--- config.mk ---
export PLATFORM = sky130hd
export DESIGN_NAME = hazard_ctrl
export DESIGN_NICKNAME = d
export VERILOG_FILES = /design/src/rtl/hazard_pkg.sv /design/src/rtl/hazard_ctrl_fwd_sel.sv /design/src/rtl/hazard_ctrl.sv
export SDC_FILE = /design/constraint.sdc
export NUM_CORES = 1
export LEC_CHECK = 0
export ABC_AREA = 1
export BUFFER_PORTS_ARGS = -buffer_cell sky130_fd_sc_hd__buf_2
export CORE_MARGIN = 2
export CORE_UTILIZATION = 50
export DETAILED_ROUTE_END_ITERATION = 7
export GPL_TIMING_DRIVEN = 0
export PLACE_DENSITY = 0.77
export SETUP_SLACK_MARGIN = 0.3
export SLEW_MARGIN = 30
export SYNTH_ARGS = -nofsm -noshare
export SYNTH_HDL_FRONTEND = slang
export SYNTH_HIERARCHICAL = 1
export SYNTH_SLANG_ARGS = --single-unit
--- constraint.sdc ---
create_clock -name vclk -period 2
set_clock_uncertainty 0.2 [all_clocks]
set_input_delay 0.1 -clock vclk [all_inputs]
set_output_delay 0.1 -clock vclk [all_outputs]
set_load 0.02 [all_outputs]
--- src/rtl/hazard_pkg.sv ---
// Shared hazard-control types: result classes, forward selects, Tnew table.
// MDU latencies are used only when HAZ_MDU_EN is defined.
package hazard_pkg;

   typedef enum logic [2:0] {
      RES_NW  = 3'd0,
      RES_ALU = 3'd1,
      RES_DM  = 3'd2,
      RES_PC  = 3'd3,
      RES_MD  = 3'd4
   } res_t;

   typedef enum logic [1:0] {
      FWD_RF = 2'd0,
      FWD_E  = 2'd1,
      FWD_M  = 2'd2,
      FWD_W  = 2'd3
   } fwd_t;

   typedef enum logic [1:0] {
      STG_E = 2'd0,
      STG_M = 2'd1,
      STG_W = 2'd2
   } stg_t;

   localparam logic [3:0] MD_LAT_MUL = 4'd5;
   localparam logic [3:0] MD_LAT_DIV = 4'd10;

   // Codes 5-7 carry no writeback.
   function automatic res_t res_decode(input logic [2:0] r);
      res_t c;
      case (r)
         3'd1:    c = RES_ALU;
         3'd2:    c = RES_DM;
         3'd3:    c = RES_PC;
         3'd4:    c = RES_MD;
         default: c = RES_NW;
      endcase
      return c;
   endfunction

   function automatic logic [1:0] tnew(input stg_t s, input res_t r);
      logic [1:0] t;
      t = 2'd0;
      case (s)
         STG_E: begin
            case (r)
               RES_ALU, RES_MD: t = 2'd1;
               RES_DM:          t = 2'd2;
               default:         t = 2'd0;
            endcase
         end
         STG_M: begin
            if (r == RES_DM)
               t = 2'd1;
         end
         default: t = 2'd0;
      endcase
      return t;
   endfunction

endpackage

--- src/rtl/hazard_ctrl_fwd_sel.sv ---
// Nearest-stage forward select for one operand; a stage is
// disabled by presenting RES_NW as its class.
module fwd_sel
   import hazard_pkg::*;
(
   input  logic [4:0] src,
   input  logic [4:0] wa_e,
   input  res_t       res_e,
   input  logic [4:0] wa_m,
   input  res_t       res_m,
   input  logic [4:0] wa_w,
   input  res_t       res_w,
   output fwd_t       sel
);

   logic hit_e;
   logic hit_m;
   logic hit_w;
   logic rdy_e;
   logic rdy_m;

   assign hit_e = (res_e != RES_NW) && (wa_e == src);
   assign hit_m = (res_m != RES_NW) && (wa_m == src);
   assign hit_w = (res_w != RES_NW) && (wa_w == src);
   assign rdy_e = (tnew(STG_E, res_e) == 2'd0);
   assign rdy_m = (tnew(STG_M, res_m) == 2'd0);

   // A not-ready nearest match blocks older stages.
   always_comb begin
      sel = FWD_RF;
      if (src == 5'd0)
         sel = FWD_RF;
      else if (hit_e)
         sel = rdy_e ? FWD_E : FWD_RF;
      else if (hit_m)
         sel = rdy_m ? FWD_M : FWD_RF;
      else if (hit_w)
         sel = FWD_W;
   end

endmodule

--- src/rtl/hazard_ctrl.sv ---
// Stall and forward control for the 5-stage pipeline.
// Define HAZ_MDU_EN to add the mult/div busy counter and its stall.
module hazard_ctrl
   import hazard_pkg::*;
(
   input  logic       clk,
   input  logic       rst,
   input  logic [4:0] ra1D,
   input  logic [4:0] ra2D,
   input  logic [1:0] tuse1D,
   input  logic [1:0] tuse2D,
   input  logic [4:0] ra1E,
   input  logic [4:0] ra2E,
   input  logic [4:0] waE,
   input  logic [2:0] resE,
   input  logic [4:0] ra1M,
   input  logic [4:0] ra2M,
   input  logic [4:0] waM,
   input  logic [2:0] resM,
   input  logic [4:0] waW,
   input  logic [2:0] resW,
   input  logic [1:0] md_startE,
   input  logic       md_useD,
   output logic       stall,
   output logic [1:0] fwd_rs_D,
   output logic [1:0] fwd_rt_D,
   output logic [1:0] fwd_rs_E,
   output logic [1:0] fwd_rt_E,
   output logic       fwd_rt_M,
   output logic       md_busy
);

   res_t cls_e;
   res_t cls_m;
   res_t cls_w;
   logic [1:0] tn_e;
   logic [1:0] tn_m;
   logic stall_rs;
   logic stall_rt;
   logic data_stall;
   fwd_t sel_rs_d;
   fwd_t sel_rt_d;
   fwd_t sel_rs_e;
   fwd_t sel_rt_e;
   fwd_t sel_rt_m;

   assign cls_e = res_decode(resE);
   assign cls_m = res_decode(resM);
   assign cls_w = res_decode(resW);
   assign tn_e  = tnew(STG_E, cls_e);
   assign tn_m  = tnew(STG_M, cls_m);

   // Unused operands (tuse=3) never stall since Tnew tops out at 2.
   always_comb begin
      stall_rs = 1'b0;
      stall_rt = 1'b0;
      if (ra1D != 5'd0) begin
         if (cls_e != RES_NW && waE == ra1D && tn_e > tuse1D)
            stall_rs = 1'b1;
         if (cls_m != RES_NW && waM == ra1D && tn_m > tuse1D)
            stall_rs = 1'b1;
      end
      if (ra2D != 5'd0) begin
         if (cls_e != RES_NW && waE == ra2D && tn_e > tuse2D)
            stall_rt = 1'b1;
         if (cls_m != RES_NW && waM == ra2D && tn_m > tuse2D)
            stall_rt = 1'b1;
      end
   end

   assign data_stall = stall_rs | stall_rt;

   fwd_sel u_rs_d (
      .src(ra1D), .wa_e(waE), .res_e(cls_e),
      .wa_m(waM), .res_m(cls_m),
      .wa_w(waW), .res_w(cls_w), .sel(sel_rs_d)
   );

   fwd_sel u_rt_d (
      .src(ra2D), .wa_e(waE), .res_e(cls_e),
      .wa_m(waM), .res_m(cls_m),
      .wa_w(waW), .res_w(cls_w), .sel(sel_rt_d)
   );

   fwd_sel u_rs_e (
      .src(ra1E), .wa_e(5'd0), .res_e(RES_NW),
      .wa_m(waM), .res_m(cls_m),
      .wa_w(waW), .res_w(cls_w), .sel(sel_rs_e)
   );

   fwd_sel u_rt_e (
      .src(ra2E), .wa_e(5'd0), .res_e(RES_NW),
      .wa_m(waM), .res_m(cls_m),
      .wa_w(waW), .res_w(cls_w), .sel(sel_rt_e)
   );

   fwd_sel u_rt_m (
      .src(ra2M), .wa_e(5'd0), .res_e(RES_NW),
      .wa_m(5'd0), .res_m(RES_NW),
      .wa_w(waW), .res_w(cls_w), .sel(sel_rt_m)
   );

   assign fwd_rs_D = sel_rs_d;
   assign fwd_rt_D = sel_rt_d;
   assign fwd_rs_E = sel_rs_e;
   assign fwd_rt_E = sel_rt_e;
   assign fwd_rt_M = (sel_rt_m == FWD_W);

   logic unused_ra1m;
   assign unused_ra1m = ^ra1M;

`ifdef HAZ_MDU_EN
   logic [3:0] cnt;
   logic start_mul;
   logic start_div;
   logic md_stall;

   assign start_mul = (md_startE == 2'd1);
   assign start_div = (md_startE == 2'd2);

   // A new start reloads even while busy.
   always_ff @(posedge clk) begin
      if (rst)
         cnt <= 4'd0;
      else if (start_mul)
         cnt <= MD_LAT_MUL;
      else if (start_div)
         cnt <= MD_LAT_DIV;
      else if (cnt != 4'd0)
         cnt <= cnt - 4'd1;
   end

   assign md_busy  = (cnt != 4'd0);
   assign md_stall = md_useD & (md_busy | start_mul | start_div);
   assign stall    = data_stall | md_stall;
`else
   logic unused_md;
   assign unused_md = ^{clk, rst, md_startE, md_useD};
   assign md_busy   = 1'b0;
   assign stall     = data_stall;
`endif

endmodule
==> metrics.txt <==
status=completed; Final Slew Violations=0; Distinct cells, synth=22; WL/cell=9.16 um; vias=3358; CP Data Required Time=1.70 ns; top post-synthesis cells by area=nand2_1 35%, inv_1 15%, nor2_1 9.6%, nand3_1 4.3%, xnor2_1 4.1%; nets=756; sequential cell area=0 um2; worst path bufs/invs=3; maxcap violations=0; most frequent cells in the layout=235 x nand2_1, 97 x inv_1, 62 x buf_2; slowest CP cell=nor3_2; HP Class=input port to output pin; Hold Buf Count CTS=0; Seq/Total Area, Yosys=0%; largest net degree at the start of global routing=12; synthesis-to-layout area growth=27.5%; Crit path top cell by count=nand2_1; dpl cells=749; Setup crit end kind=output pin; FFs & Latches=0; row cnt=25; pwr/cell area=182 nW/um2; mean post-synth cell area=4.54 um2; Remaining DRCs=0; Post-Syn Area=2540 um2; number of global-route vias before repair=2693; synthesized instance count=560; Power Total=590 uW; Final Hold Viols=0; area leader, netlist=nand2_1; CP Class=input port to output pin; core area=4820 um2; Placed Area=3170 um2; Leakage=0.00211 uW; Setup Total Neg Slack=0 ns; initial DRC count=282; CP Max Fanout=4; slowest stage delay, CP=0.27 ns; Final Instance Count excl. Fillers=752; initial antenna violation count=0; Die Span Y=75.3 um; # IOs=74; GP Congestion=0.885; first-pass GRT wire length=11.2 mm; Crit path arrival time=1.41 ns; Hold WS=0.560 ns; number of vias per cell=4.47; Top Family by Delay on Critical Path=simple AND/OR/NAND/NOR gates; Max Freq=585 MHz; # diodes=0; Final Cell Area=3240 um2; die area=5670 um2; total congestion overflow=0; Starting Density=52.8%; antenna viol nets, final=0; Setup crit start kind=input port; final setup vio count=0; drt total wl=6.89 mm; Tmin final=1.71 ns; post-synth top area share=35.0%; die width=75.3 um; Yosys warning count=6; Clock Buffer Count=0; GRT Util Overall=24.2%; Post-DP HPWL=5.66 mm; Max IR drop VDD=0.0932 mV; ratio of cells with drive above 1 in the final layout=18.8%; RSZ-0062 raised after global routing=true; CP cell instances=buf_2, nor3_2, ha_1, inv_1, o21bai_1, nand3_1, nor2_1, nand2_1, nand2_1, nand2_1, nand2_1, buf_6; fin crit share=85.4%; leading cell type in the layout, fill and taps excluded=nand2_1; Pre-antenna DRT Iters=5; IO Port Bufs=63
## cell usage after synthesis
library cell / count
a21oi_1: 1
a21oi_2: 5
buf_4: 1
conb_1: 1
ha_1: 6
inv_1: 101
inv_2: 21
nand2_1: 237
nand2_2: 6
nand3_1: 22
nand3_2: 6
nand3b_1: 5
nand4_1: 13
nor2_1: 65
nor2_2: 5
nor3_1: 18
o21ai_0: 11
o21bai_1: 2
o21bai_2: 5
or2_0: 5
xnor2_1: 12
xor2_1: 12
## path summary, 6_finish.rpt
kind              endpoint     from  slack, ns  depth (start not counted)
setup / recovery     stall  resE[0]       0.29                         12
hold / removal       stall  ra1D[2]       0.56                          6
## through the flow
stage | setup slack [ns] | util, %
final | 0.291 | 67.3
after global routing | 0.227 | 67.3
after CTS | 0.301 | 66.1
after detailed placement | 0.0352 | 65.7
after global placement | 0.0832 | 65.7
after floorplan | 0.398 | -
## area by class of cell
cell class,count,area (um2)
inverter,122,458
fill,511,1580
tap,67,83.8
multi-input combinational,496,2350
timing repair buffer,66,344
buffer,1,7.51
## cell families (layout without fill, tap and decap cells)
logic type,count (synthesis),after routing,share of synthesized area [%]
xor+xnor,24,24,8.27
simple gates,382,382,63.4
fa+ha+maj,6,6,2.95
other cells,1,60,0.147
compound gates,24,24,6.89
buf+inv,123,189,18.3
## tightest hold or removal path, stage by stage
cell,delay [ns]
buf_2,0.17
nor3_1,0.08
nand3_1,0.08
nand2_1,0.05
nand2_1,0.06
buf_6,0.11
## timing repair
item / in CTS / in global routing
resized for setup: 3 / 14
endpoints found under the hold margin: 0 / 0
endpoints found under the setup margin: 1 / 10
buffers inserted: 1 / 2
pin swaps: 1 / 4
## where the power goes
part | leakage [uW] | switching [uW] | internal, uW | total [uW]
clock | 0 | 0 | 0 | 0
sequential | 0 | 0 | 0 | 0
combinational | 0.00211 | 374 | 216 | 590
total | 0.00211 | 374 | 216 | 590
## routing by layer
| metal | up-vias | global-route usage [%] | share of wire (%) |
|---|---|---|---|
| li1 | 1864 | - | - |
| met1 | 1382 | 32.7 | 45 |
| met2 | 110 | 43.8 | 48 |
| met3 | 2 | 0.661 | 6.7 |
| met4 | 0 | 3.70 | 0.30 |
| met5 | - | 0 | 0 |
Note: power is estimated with default switching activity, not from simulation.
